$ cat config.mk
export PLATFORM = sky130hd
export DESIGN_NAME = syn_sram_arb
export DESIGN_NICKNAME = d
export VERILOG_FILES = /design/src/rtl/syn_sram_arb_pkg.sv /design/src/rtl/syn_sram_arb_rr_arb.sv /design/src/rtl/syn_sram_arb.sv
export SDC_FILE = /design/constraint.sdc
export NUM_CORES = 1
export LEC_CHECK = 0
export CORE_MARGIN = 2
export CORE_UTILIZATION = 38
export CTS_CLUSTER_SIZE = 24
export DETAILED_ROUTE_END_ITERATION = 12
export PLACE_DENSITY = 0.81
export SLEW_MARGIN = 25
export SYNTH_ARGS = -nofsm -noshare
export SYNTH_HDL_FRONTEND = slang
export SYNTH_HIERARCHICAL = 1
export SYNTH_SLANG_ARGS = --single-unit
export TNS_END_PERCENT = 1
$ cat constraint.sdc
create_clock -name clk_ir -period 3 [get_ports clk_ir]
set_input_delay 0.6 -clock clk_ir [delete_from_list [all_inputs] [get_ports clk_ir]]
set_output_delay 0.6 -clock clk_ir [all_outputs]
set_load 0.005 [all_outputs]
$ cat src/rtl/syn_sram_arb_pkg.sv
// Purpose : shared types, constants and strobe decode for the SRAM arbiter slice.
// Latency : n/a (types, constants and a pure function only).
// Backpr. : n/a.
package syn_sram_arb_pkg;

  localparam int SRAM_ADDR_W = 18;
  localparam int SRAM_DATA_W = 16;
  localparam int SRAM_BE_W   = 2;
  localparam int SRAM_WAIT_W = 3;

  typedef enum logic [1:0] {
    IDLE = 2'd0,
    ACC  = 2'd1,
    END  = 2'd2
  } sram_arb_fsm_t;

  // Pin strobes grouped so they can be computed and registered as one word.
  typedef struct packed {
    logic ce_n;
    logic oe_n;
    logic we_n;
    logic lb_n;
    logic ub_n;
    logic dq_oe;
  } sram_strb_t;

  localparam sram_strb_t STRB_IDLE = '{
    ce_n:  1'b1,
    oe_n:  1'b1,
    we_n:  1'b1,
    lb_n:  1'b1,
    ub_n:  1'b1,
    dq_oe: 1'b0
  };

  // Strobe pattern for a given FSM state and access type.
  // END keeps ce_n, byte lanes and the pad drive for hold time but releases
  // oe_n/we_n. The pad is only driven on writes, and oe_n is only low on reads,
  // so the two can never overlap.
  function automatic sram_strb_t strb_decode(input sram_arb_fsm_t       st,
                                             input logic                wr,
                                             input logic [SRAM_BE_W-1:0] be);
    sram_strb_t s;
    s = STRB_IDLE;
    case (st)
      ACC: begin
        s.ce_n  = 1'b0;
        s.oe_n  = wr;
        s.we_n  = ~wr;
        s.lb_n  = ~be[0];
        s.ub_n  = ~be[1];
        s.dq_oe = wr;
      end
      END: begin
        s.ce_n  = 1'b0;
        s.lb_n  = ~be[0];
        s.ub_n  = ~be[1];
        s.dq_oe = wr;
      end
      default: s = STRB_IDLE;
    endcase
    return s;
  endfunction

endpackage

$ cat src/rtl/syn_sram_arb_rr_arb.sv
// Purpose : round-robin pick among agents 1..P_NUM_AGENTS-1 plus its pointer register.
// Latency : grant is combinational from req/pointer; pointer updates on the edge where adv is set.
// Backpr. : none; the caller decides when a pick is consumed by asserting adv.
// Ports   : clk_ir/rst_ih clock and sync active-high reset; req request vector
//           (agent 0 excluded); adv consume the current pick; gnt one-hot pick.
module syn_rr_arb #(
  parameter int P_NUM_AGENTS = 3
) (
  input  logic                    clk_ir,
  input  logic                    rst_ih,
  input  logic [P_NUM_AGENTS-1:1] req,
  input  logic                    adv,
  output logic [P_NUM_AGENTS-1:1] gnt
);

  localparam int PTR_W = $clog2(P_NUM_AGENTS);

  logic [PTR_W-1:0] ptr_q;
  logic             found;

  // First pass: lowest requester at or above the pointer. Second pass: wrap
  // around to the lowest requester overall.
  always_comb begin
    gnt   = '0;
    found = 1'b0;
    for (int i = 1; i < P_NUM_AGENTS; i++) begin
      if (!found && req[i] && (i >= int'(ptr_q))) begin
        gnt[i] = 1'b1;
        found  = 1'b1;
      end
    end
    for (int i = 1; i < P_NUM_AGENTS; i++) begin
      if (!found && req[i]) begin
        gnt[i] = 1'b1;
        found  = 1'b1;
      end
    end
  end

  // Pointer moves to winner+1, wrapping back to agent 1.
  always_ff @(posedge clk_ir) begin
    if (rst_ih) begin
      ptr_q <= PTR_W'(1);
    end else if (adv && found) begin
      for (int i = 1; i < P_NUM_AGENTS; i++) begin
        if (gnt[i]) begin
          ptr_q <= (i == P_NUM_AGENTS - 1) ? PTR_W'(1) : PTR_W'(i + 1);
        end
      end
    end
  end

endmodule

$ cat src/rtl/syn_sram_arb.sv
// Purpose : arbitrates agent word requests onto one async 256K x 16 SRAM with a fixed access cycle.
// Latency : gnt one cycle after the request is sampled; rd_valid 2+P_ACC_WAIT cycles after that sample.
// Backpr. : agents hold req/addr/data until the one-cycle gnt pulse; one access per 2+P_ACC_WAIT cycles.
// Ports   : clk_ir/rst_ih clock and sync active-high reset; agent_* packed per-agent
//           request side (req, wr, addr, wdata, be) with gnt/rd_valid one-hot pulses and
//           shared rd_data; sram_* pad side (addr, dq_o/dq_oe/dq_i, active-low strobes).
// Config  : define SYN_SRAM_ARB_RR_EN for round-robin among agents 1..N-1; default is
//           fixed priority. Agent 0 always wins when requesting.
module syn_sram_arb
  import syn_sram_arb_pkg::*;
#(
  parameter int P_NUM_AGENTS = 3,
  parameter int P_DATA_W     = SRAM_DATA_W,
  parameter int P_ADDR_W     = SRAM_ADDR_W,
  parameter int P_ACC_WAIT   = 1
) (
  input  logic                             clk_ir,
  input  logic                             rst_ih,
  input  logic [P_NUM_AGENTS-1:0]          agent_req,
  input  logic [P_NUM_AGENTS-1:0]          agent_wr,
  input  logic [P_NUM_AGENTS*P_ADDR_W-1:0] agent_addr,
  input  logic [P_NUM_AGENTS*P_DATA_W-1:0] agent_wdata,
  input  logic [P_NUM_AGENTS*2-1:0]        agent_be,
  output logic [P_NUM_AGENTS-1:0]          agent_gnt,
  output logic [P_NUM_AGENTS-1:0]          agent_rd_valid,
  output logic [P_DATA_W-1:0]              rd_data,
  output logic [P_ADDR_W-1:0]              sram_addr,
  output logic [P_DATA_W-1:0]              sram_dq_o,
  output logic                             sram_dq_oe,
  input  logic [P_DATA_W-1:0]              sram_dq_i,
  output logic                             sram_ce_n,
  output logic                             sram_oe_n,
  output logic                             sram_we_n,
  output logic                             sram_lb_n,
  output logic                             sram_ub_n
);

  localparam logic [SRAM_WAIT_W-1:0] ACC_LAST = SRAM_WAIT_W'(P_ACC_WAIT);

  sram_arb_fsm_t state_q, state_d;
  logic [SRAM_WAIT_W-1:0] wait_q, wait_d;

  logic                    any_req;
  logic                    arb_en;
  logic                    acc_done;
  logic [P_NUM_AGENTS-1:0] win_oh;

  // Winner's request fields, muxed from the packed agent buses.
  logic                    sel_wr;
  logic [P_ADDR_W-1:0]     sel_addr;
  logic [P_DATA_W-1:0]     sel_wdata;
  logic [1:0]              sel_be;

  // Registered copy of the accepted request; owns the pads for the access.
  logic                    wr_q;
  logic [P_ADDR_W-1:0]     addr_q;
  logic [P_DATA_W-1:0]     wdata_q;
  logic [1:0]              be_q;
  logic [P_NUM_AGENTS-1:0] own_q;

  logic                    wr_nxt;
  logic [1:0]              be_nxt;
  sram_strb_t              strb_d, strb_q;
  logic [P_NUM_AGENTS-1:0] gnt_d;
  logic [P_NUM_AGENTS-1:0] rdv_d;

  assign any_req  = |agent_req;
  // END arbitrates exactly like IDLE so pending work goes straight back to ACC.
  assign arb_en   = ((state_q == IDLE) || (state_q == END)) && any_req;
  assign acc_done = (state_q == ACC) && (wait_q == ACC_LAST);

  // ---------------------------------------------------------------------------
  // Winner selection
  // ---------------------------------------------------------------------------
`ifdef SYN_SRAM_ARB_RR_EN
  logic [P_NUM_AGENTS-1:1] rr_gnt;
  logic                    rr_adv;

  // Pointer only advances when a non-zero agent actually takes the grant.
  assign rr_adv = arb_en && !agent_req[0];

  syn_rr_arb #(
    .P_NUM_AGENTS(P_NUM_AGENTS)
  ) u_rr_arb (
    .clk_ir (clk_ir),
    .rst_ih (rst_ih),
    .req    (agent_req[P_NUM_AGENTS-1:1]),
    .adv    (rr_adv),
    .gnt    (rr_gnt)
  );

  always_comb begin
    if (agent_req[0]) begin
      win_oh = P_NUM_AGENTS'(1);
    end else begin
      win_oh = {rr_gnt, 1'b0};
    end
  end
`else
  logic fp_found;

  // Lowest requesting index wins; agent 0 naturally first.
  always_comb begin
    win_oh   = '0;
    fp_found = 1'b0;
    for (int i = 0; i < P_NUM_AGENTS; i++) begin
      if (!fp_found && agent_req[i]) begin
        win_oh[i] = 1'b1;
        fp_found  = 1'b1;
      end
    end
  end
`endif

  always_comb begin
    sel_wr    = 1'b0;
    sel_addr  = '0;
    sel_wdata = '0;
    sel_be    = '0;
    for (int i = 0; i < P_NUM_AGENTS; i++) begin
      if (win_oh[i]) begin
        sel_wr    = agent_wr[i];
        sel_addr  = agent_addr[i*P_ADDR_W +: P_ADDR_W];
        sel_wdata = agent_wdata[i*P_DATA_W +: P_DATA_W];
        sel_be    = agent_be[i*2 +: 2];
      end
    end
  end

  // ---------------------------------------------------------------------------
  // FSM: state register
  // ---------------------------------------------------------------------------
  always_ff @(posedge clk_ir) begin
    if (rst_ih) begin
      state_q <= IDLE;
      wait_q  <= '0;
    end else begin
      state_q <= state_d;
      wait_q  <= wait_d;
    end
  end

  // ---------------------------------------------------------------------------
  // FSM: next state
  // ---------------------------------------------------------------------------
  always_comb begin
    state_d = state_q;
    wait_d  = wait_q;
    case (state_q)
      IDLE: begin
        if (any_req) begin
          state_d = ACC;
          wait_d  = '0;
        end
      end
      ACC: begin
        if (wait_q == ACC_LAST) begin
          state_d = END;
        end else begin
          wait_d = wait_q + SRAM_WAIT_W'(1);
        end
      end
      END: begin
        if (any_req) begin
          state_d = ACC;
          wait_d  = '0;
        end else begin
          state_d = IDLE;
        end
      end
      default: begin
        state_d = IDLE;
        wait_d  = '0;
      end
    endcase
  end

  // ---------------------------------------------------------------------------
  // FSM: outputs. Strobes are decoded from the next state and registered so
  // the SRAM pins come straight off flops and never glitch.
  // ---------------------------------------------------------------------------
  always_comb begin
    wr_nxt = arb_en ? sel_wr : wr_q;
    be_nxt = arb_en ? sel_be : be_q;
    strb_d = strb_decode(state_d, wr_nxt, be_nxt);
    gnt_d  = arb_en ? win_oh : '0;
    rdv_d  = (acc_done && !wr_q) ? own_q : '0;
  end

  always_ff @(posedge clk_ir) begin
    if (rst_ih) begin
      strb_q         <= STRB_IDLE;
      agent_gnt      <= '0;
      agent_rd_valid <= '0;
      rd_data        <= '0;
      wr_q           <= 1'b0;
      addr_q         <= '0;
      wdata_q        <= '0;
      be_q           <= '0;
      own_q          <= '0;
    end else begin
      strb_q         <= strb_d;
      agent_gnt      <= gnt_d;
      agent_rd_valid <= rdv_d;
      if (arb_en) begin
        wr_q    <= sel_wr;
        addr_q  <= sel_addr;
        wdata_q <= sel_wdata;
        be_q    <= sel_be;
        own_q   <= win_oh;
      end
      // Pad data sampled on the edge that closes the last ACC cycle.
      if (acc_done && !wr_q) begin
        rd_data <= sram_dq_i;
      end
    end
  end

  assign sram_addr  = addr_q;
  assign sram_dq_o  = wdata_q;
  assign sram_ce_n  = strb_q.ce_n;
  assign sram_oe_n  = strb_q.oe_n;
  assign sram_we_n  = strb_q.we_n;
  assign sram_lb_n  = strb_q.lb_n;
  assign sram_ub_n  = strb_q.ub_n;
  assign sram_dq_oe = strb_q.dq_oe;

endmodule

==> results by group, run 1 <==
Yosys
  – YS warnings: 6
  – Post-synthesis cell area: 3334 um^2
  – Syn_nets: 508
  – Per-instance average area after synthesis: 8.940 um^2
  – Synthesized flop and latch total: 73
  – Share of synthesized area occupied by flip-flops and latches: 43.83%
  – Area share of the largest cell type after synthesis: 43.83%
  – Post-synth EDFFs: 0
  – Synthesized netlist cell count: 373
  – Unique cell type count in the Yosys netlist: 38
  – Fraction of registers with async set or reset after synthesis: 0%
  – Flip-flop cell with the highest count after synthesis: sky130_fd_sc_hd__dfxtp_1
  – Cell accounting for the most synthesized area: sky130_fd_sc_hd__dfxtp_1
  – Top cells by area in the synthesized netlist: sky130_fd_sc_hd__dfxtp_1, sky130_fd_sc_hd__a32o_1, sky130_fd_sc_hd__nand2b_1

Cells and area
  – Post-Route Utilization: 63.44%
  – Most frequent cells in the layout: sky130_fd_sc_hd__clkdlybuf4s50_1, sky130_fd_sc_hd__dfxtp_1, sky130_fd_sc_hd__a21oi_1
  – Most frequent standard cell in the layout excluding fill and tap cells: sky130_fd_sc_hd__clkdlybuf4s50_1
  – Area growth from synthesis to layout: 63.49%
  – Antenna diode count: 0
  – Nets@finish: 686
  – Final-layout fill cell count: 745
  – Proportion of layout cells with a drive suffix above 1: 6.126%
  – Multi-input gate area in the final layout: 1663 um^2
  – Area of all sequential standard cells: 1461 um^2

Power and ir drop
  – Portion of total power attributed to combinational logic: 24.5%
  – Int Power: 1750 uW
  – Switching power summed over all nets: 630.1 uW
  – Switch share: 26.47%
  – Reg power frac: 45.7%
  – Clock group share of total power: 29.8%
  – Maximum VDD drop: 266.2 uV
  – Power density normalized to cell area: 436.7 nW/um^2
  – Leakage power: 0.001998 uW

Setup path
  – Most used cell along the critical path: sky130_fd_sc_hd__or2_2
  – Slowest library cell on the worst path: sky130_fd_sc_hd__clkdlybuf4s50_1
  – CP top delay family: simple AND/OR/NAND/NOR gates
  – Crit. End Element: register
  – Cell breakdown of the critical path: clkdlybuf4s50_1, or3_4, nand2_8, nand2_1, ha_1, or2_2, or2_2
  – Peak fanout along the critical path: 7
  – Type of origin of the critical path: primary input
  – WP buf/inv: 1
  – Crit Path Category: in2reg
  – Arr. time, crit path: 2.56 ns
  – Critical path required time: 3.24 ns
  – Crit-path max cell delay: 0.46 ns

Floorplan
  – Die Span Y: 97.68 um
  – Area of the core region: 8593 um^2
  – Die area: 9540 um^2
  – Die span in x: 97.68 um
  – Rows: 34
  – Initial cell density of the core: 38.80%
  – # IOs: 194

CTS
  – Total setup buffers inserted after CTS: 0
  – Clock edge transition at the registers on the reported setup and hold paths: 0.08 ns
  – CTS tree: done
  – Root Buffer Master: sky130_fd_sc_hd__clkbuf_8
  – Clock network latency to the later pin of the worst-skew pair: 0.34 ns
  – Hold_buf cts: 0
  – # clock sinks: 73
  – H-tree Lvls: 3
  – Worst-case clock buffer depth: 2
  – Number of clock buffers inserted by TritonCTS: 9
  – Number of instances resized during post-cts repair: 0

STA
  – Clk_skew: 0.01226 ns
  – Setup violations, final: 0
  – Hold Slack: 0.4710 ns
  – Tightest slew margin relative to the limit: 44.75%
  – Post-route clock period utilization: 77.28%
  – Unrepaired setup endpoints after global routing: false
  – Number of hold-slack violations in the final timing report: 0
  – Final Max Slew Viols: 0
  – Final min period: 2.318 ns
  – Max Fclk: 0.4313 GHz
  – Total Negative Setup Slacks: 0 ns
  – Measured slew at the worst slew-check pin: 0.8268 ns

Detailed routing
  – Routed wire length: 10440 um
  – Number of routed nets with antenna violations: 0
  – Detailed router's first-iteration violation count: 88
  – Vias: 3450
  – Average detailed-routed wire length per instance: 15.74 um
  – Average via count per standard cell: 5.204
  – Length of the first detailed-routing pass in iterations: 4
  – DRC: 0

Global route
  – GRT overflow: 0
  – Maximum number of pins on one net before global-route repair: 62
  – Via count of the first global-routing pass: 3417
  – First-pass GRT wire length: 16540 um
  – Total routing resource utilization after global routing: 21.27%
  – Number of antenna violations at the first check in global routing: 0

Run
  – Max-cap viol count: 0

Place
  – Weighted congestion at the end of routability-driven global placement: 0.8435
  – Post-DP HPWL: 7806 um
  – Port Buf Inserts: 193

Min path
  – Worst hold path class: reg2reg

Status
  – Run status: complete, no violations
-- path summary, 6_finish.rpt --
| kind | startpoint | to | depth (start not counted) | slack [ns] |
|---|---|---|---|---|
| worst max-delay path | agent_req[2] | sram_lb_n$_SDFF_PP1_ | 7 | 0.68 |
| worst min-delay path | sram_dq_o[12]$_SDFFE_PP0P_ | sram_dq_o[12]$_SDFFE_PP0P_ | 1 | 0.47 |
| worst max register to register | wait_q[0]$_SDFFE_PP0P_ | sram_lb_n$_SDFF_PP1_ | 5 | 0.90 |
| worst min register to register | sram_dq_o[12]$_SDFFE_PP0P_ | sram_dq_o[12]$_SDFFE_PP0P_ | 1 | 0.47 |
-- routing by layer --
layer	wire [um]	global-route usage [%]	share of wire, %	vias up
met3	813	6.043	7.8	13
met1	4315	24.83	41	1612
met5	0	0	0	-
li1	-	-	-	1684
met4	176	7.479	1.7	0
met2	5131	37.19	49	141
-- state kept, by name, indices dropped and copies added (netlist names), 2 cells and up --
| signal | count |
|---|---|
| sram_addr | 18 |
| rd_data | 16 |
| sram_dq_o | 16 |
| agent_gnt | 3 |
| agent_rd_valid | 3 |
| own_q | 3 |
| wait_q | 3 |
| be_q | 2 |
| state_q | 2 |
-- cell usage after synthesis, types with 2 or more instances --
master                     number
sky130_fd_sc_hd__nor2_1        29
sky130_fd_sc_hd__ha_1           3
sky130_fd_sc_hd__buf_1          2
sky130_fd_sc_hd__a32oi_1        2
sky130_fd_sc_hd__inv_1          8
sky130_fd_sc_hd__buf_4          2
sky130_fd_sc_hd__clkbuf_1      14
sky130_fd_sc_hd__mux2i_1       18
sky130_fd_sc_hd__a221o_1        3
sky130_fd_sc_hd__nand2_1       33
sky130_fd_sc_hd__a22o_1         2
sky130_fd_sc_hd__nor2_4         2
sky130_fd_sc_hd__a32o_1        32
sky130_fd_sc_hd__o21ai_0       32
sky130_fd_sc_hd__buf_6          4
sky130_fd_sc_hd__nor3_1         2
sky130_fd_sc_hd__nand2b_1      33
sky130_fd_sc_hd__nor4b_1        5
sky130_fd_sc_hd__a221oi_1       2
sky130_fd_sc_hd__buf_2         12
sky130_fd_sc_hd__dfxtp_1       73
sky130_fd_sc_hd__nor2b_1        2
sky130_fd_sc_hd__a21oi_1       41
sky130_fd_sc_hd__or2_2          3
-- power groups by stage --
stage,sequential [uW],combinational (uW),clock (uW)
3_5_place_dp,1110,586,0
2_1_floorplan,1110,243,0
5_1_grt,1100,633,773
4_1_cts,1090,589,732
6_report,1090,583,709
3_3_place_gp,1110,574,0
-- stage by stage --
step | worst slack [ns] | total power (uW) | instance area (um^2) | cells
floorplan | 0.7229 | 1351 | 3334 | 373
global placement | 0.3299 | 1679 | 5271 | 648
detailed placement | 0.3095 | 1696 | 5271 | 648
CTS | 0.6884 | 2409 | 5451 | 663
global route | 0.5616 | 2502 | 5451 | 663
finish | 0.6815 | 2380 | 5451 | 663
-- cell families (layout without fill, tap and decap cells) --
group | Yosys count | count (layout) | synth area share (%)
and+or+nand+nor | 118 | 118 | 18.95
AOI/OAI and AO/OA | 119 | 119 | 24.39
buffers and inverters | 42 | 224 | 6.304
adders and majority gates | 3 | 3 | 1.126
muxes | 18 | 18 | 5.403
DFF | 73 | 73 | 43.83
-- final cells by class --
class	instances	share of cell area (%)
multi-input cells	258	30.50
repair buffers	201	36.36
inverters	8	0.5508
clock inverters	4	0.5279
clock buffers	11	2.777
flip-flops and latches	73	26.81
well taps	108	2.479
(Power assumes the default switching activity.)
==> run 2: changes to the inputs <==
Settings changed: CORE_UTILIZATION 38 to 34, PLACE_DENSITY 0.81 to 0.76.
Clock period 3 ns to 1.9 ns, I/O delays scaled along.
==> results by group, run 2 (synthesis results as in run 1) <==
STA
  – Hold Slack: 0.4684 ns
  – Max Fclk: 0.5497 GHz
  – Measured slew at the worst slew-check pin: 0.5218 ns
  – Unrepaired setup endpoints after global routing: false
  – Clk_skew: 0.007518 ns
  – Number of hold-slack violations in the final timing report: 0
  – Setup violations, final: 0
  – Final Max Slew Viols: 0
  – Post-route clock period utilization: 95.75%
  – Total Negative Setup Slacks: 0 ns
  – Final min period: 1.819 ns
  – Tightest slew margin relative to the limit: 65.13%

Setup path
  – Register-to-Register Path Depth: 7
  – Crit. End Element: register
  – Critical path required time: 2.12 ns
  – Type of origin of the critical path: primary input
  – Startpoint of the most critical register-to-register path: wait_q[1]$_SDFFE_PP0P_
  – Cell breakdown of the critical path: clkdlybuf4s50_1, or3_4, nand2_8, nand2_4, ha_4, or2_4, or2_2
  – Crit Path Category: in2reg
  – Reg-to-reg setup timing slack: 0.13 ns
  – Crit-path max cell delay: 0.42 ns
  – Slowest library cell on the worst path: sky130_fd_sc_hd__clkdlybuf4s50_1
  – Arr. time, crit path: 2.04 ns
  – R2r endpoint: sram_ub_n$_SDFF_PP1_
  – Peak fanout along the critical path: 4

Power and ir drop
  – Leakage power: 0.002117 uW
  – Maximum VDD drop: 419.8 uV
  – Power density normalized to cell area: 737.7 nW/um^2

Run
  – Max-cap viol count: 0

Place
  – Post-DP HPWL: 8090 um
  – Weighted congestion at the end of routability-driven global placement: 0.8546
  – Port Buf Inserts: 193
  – Post-Place Cell Area: 5463 um^2

CTS
  – Clock edge transition at the registers on the reported setup and hold paths: 0.07 ns
  – H-tree Lvls: 3
  – Root Buffer Master: sky130_fd_sc_hd__clkbuf_8
  – # clock sinks: 73
  – Clock network latency to the later pin of the worst-skew pair: 0.34 ns
  – Number of clock buffers inserted by TritonCTS: 9
  – Hold_buf cts: 0
  – CTS tree: done
  – Worst-case clock buffer depth: 2

Cells and area
  – Most frequent cells in the layout: sky130_fd_sc_hd__clkdlybuf4s50_1, sky130_fd_sc_hd__dfxtp_1, sky130_fd_sc_hd__a21oi_1
  – Number of flip-flops under the largest register name: 18
  – Final standard cell area without fillers: 5727 um^2
  – Nets@finish: 700
  – Most frequent standard cell in the layout excluding fill and tap cells: sky130_fd_sc_hd__clkdlybuf4s50_1
  – Area growth from synthesis to layout: 71.74%
  – Proportion of layout cells with a drive suffix above 1: 8.947%
  – Final-layout fill cell count: 839
  – Antenna diode count: 0

Floorplan
  – Rows: 36
  – # IOs: 194
  – Area of the core region: 9639 um^2
  – Die Span Y: 103.0 um
  – Die span in x: 103.0 um
  – Initial cell density of the core: 34.59%
  – Die area: 10620 um^2

Detailed routing
  – Routed wire length: 10920 um
  – Detailed router's first-iteration violation count: 200
  – DRC: 0
  – Number of routed nets with antenna violations: 0
  – Vias: 3440
  – Length of the first detailed-routing pass in iterations: 4
  – Average detailed-routed wire length per instance: 15.54 um
  – Average via count per standard cell: 4.893

Global route
  – First-pass GRT wire length: 15740 um
  – GRT overflow: 0
  – Maximum number of pins on one net before global-route repair: 61
  – Via count of the first global-routing pass: 3263
  – Number of antenna violations at the first check in global routing: 0
  – Total routing resource utilization after global routing: 19.02%

Min path
  – WHS Endpoint: sram_dq_o[7]$_SDFFE_PP0P_
  – Beginning of the worst hold path: sram_dq_o[7]$_SDFFE_PP0P_
  – Worst hold path class: reg2reg
  – Number of instances on the worst hold path: 1

Status
  – Run status: complete, no violations
## run 2: worst max path at each step
| stage | start | to | slack (ns) | depth (start not counted) |
|---|---|---|---|---|
| after floorplan | agent_req[0] | sram_ub_n$_SDFF_PP1_ | -0.005 | 7 |
| after detailed placement | agent_req[2] | sram_addr[6]$_SDFFE_PP0P_ | -0.34 | 6 |
| final | agent_req[2] | sram_ub_n$_SDFF_PP1_ | 0.08 | 7 |
| after global routing | agent_req[2] | sram_we_n$_SDFF_PP1_ | 0.05 | 6 |
| after global placement | agent_req[2] | sram_addr[4]$_SDFFE_PP0P_ | -0.32 | 6 |
| after CTS | agent_req[2] | sram_dq_o[6]$_SDFFE_PP0P_ | 0.02 | 6 |
## run 2: final cells by class
class                           count  area [um^2]  area share, %
Tap cell                          133        166.4          2.906
Clock buffer                       10        137.6          2.403
Inverter                            8        30.03         0.5244
Multi-Input combinational cell    259         1699          29.67
Timing Repair Buffer              214         2117          36.97
Sequential cell                    73         1461          25.52
Clock inverter                      6        115.1          2.010
## run 2: worst max-delay path, delay by kind of cell
kind                       cells  cell delay, ns
and+or+nand+nor                5            1.02
buffers and inverters          1            0.42
adders and majority gates      1            0.20
## run 2: timing repair
item	CTS	global route
buffers inserted	0	0
resized for setup	0	1
setup endpoints to repair	0	36
## run 2: power by group
| group | switching [uW] | total [uW] | internal [uW] |
|---|---|---|---|
| registers | 64.1 | 1710 | 1650 |
| logic | 372 | 997 | 625 |
| clock network | 602 | 1510 | 913 |
## run 2: metrics by stage
stage	cells	setup WS (ns)	utilization (%)	power, uW
finish	703	0.08080	59.41	4225
CTS	702	0.02007	59.29	4272
detailed placement	686	-0.3445	56.67	2743
global route	703	0.04946	59.41	4435
global placement	686	-0.3205	56.67	2724
floorplan	373	-0.005242	-	2147
## run 2: per-layer routing
layer | track usage [%] | up-vias | share of wire (%)
li1 | - | 1708 | -
met1 | 21.25 | 1586 | 39
met2 | 33.62 | 138 | 50
met3 | 6.983 | 8 | 9.9
met4 | 5.972 | 0 | 0.97
met5 | 0 | - | 0
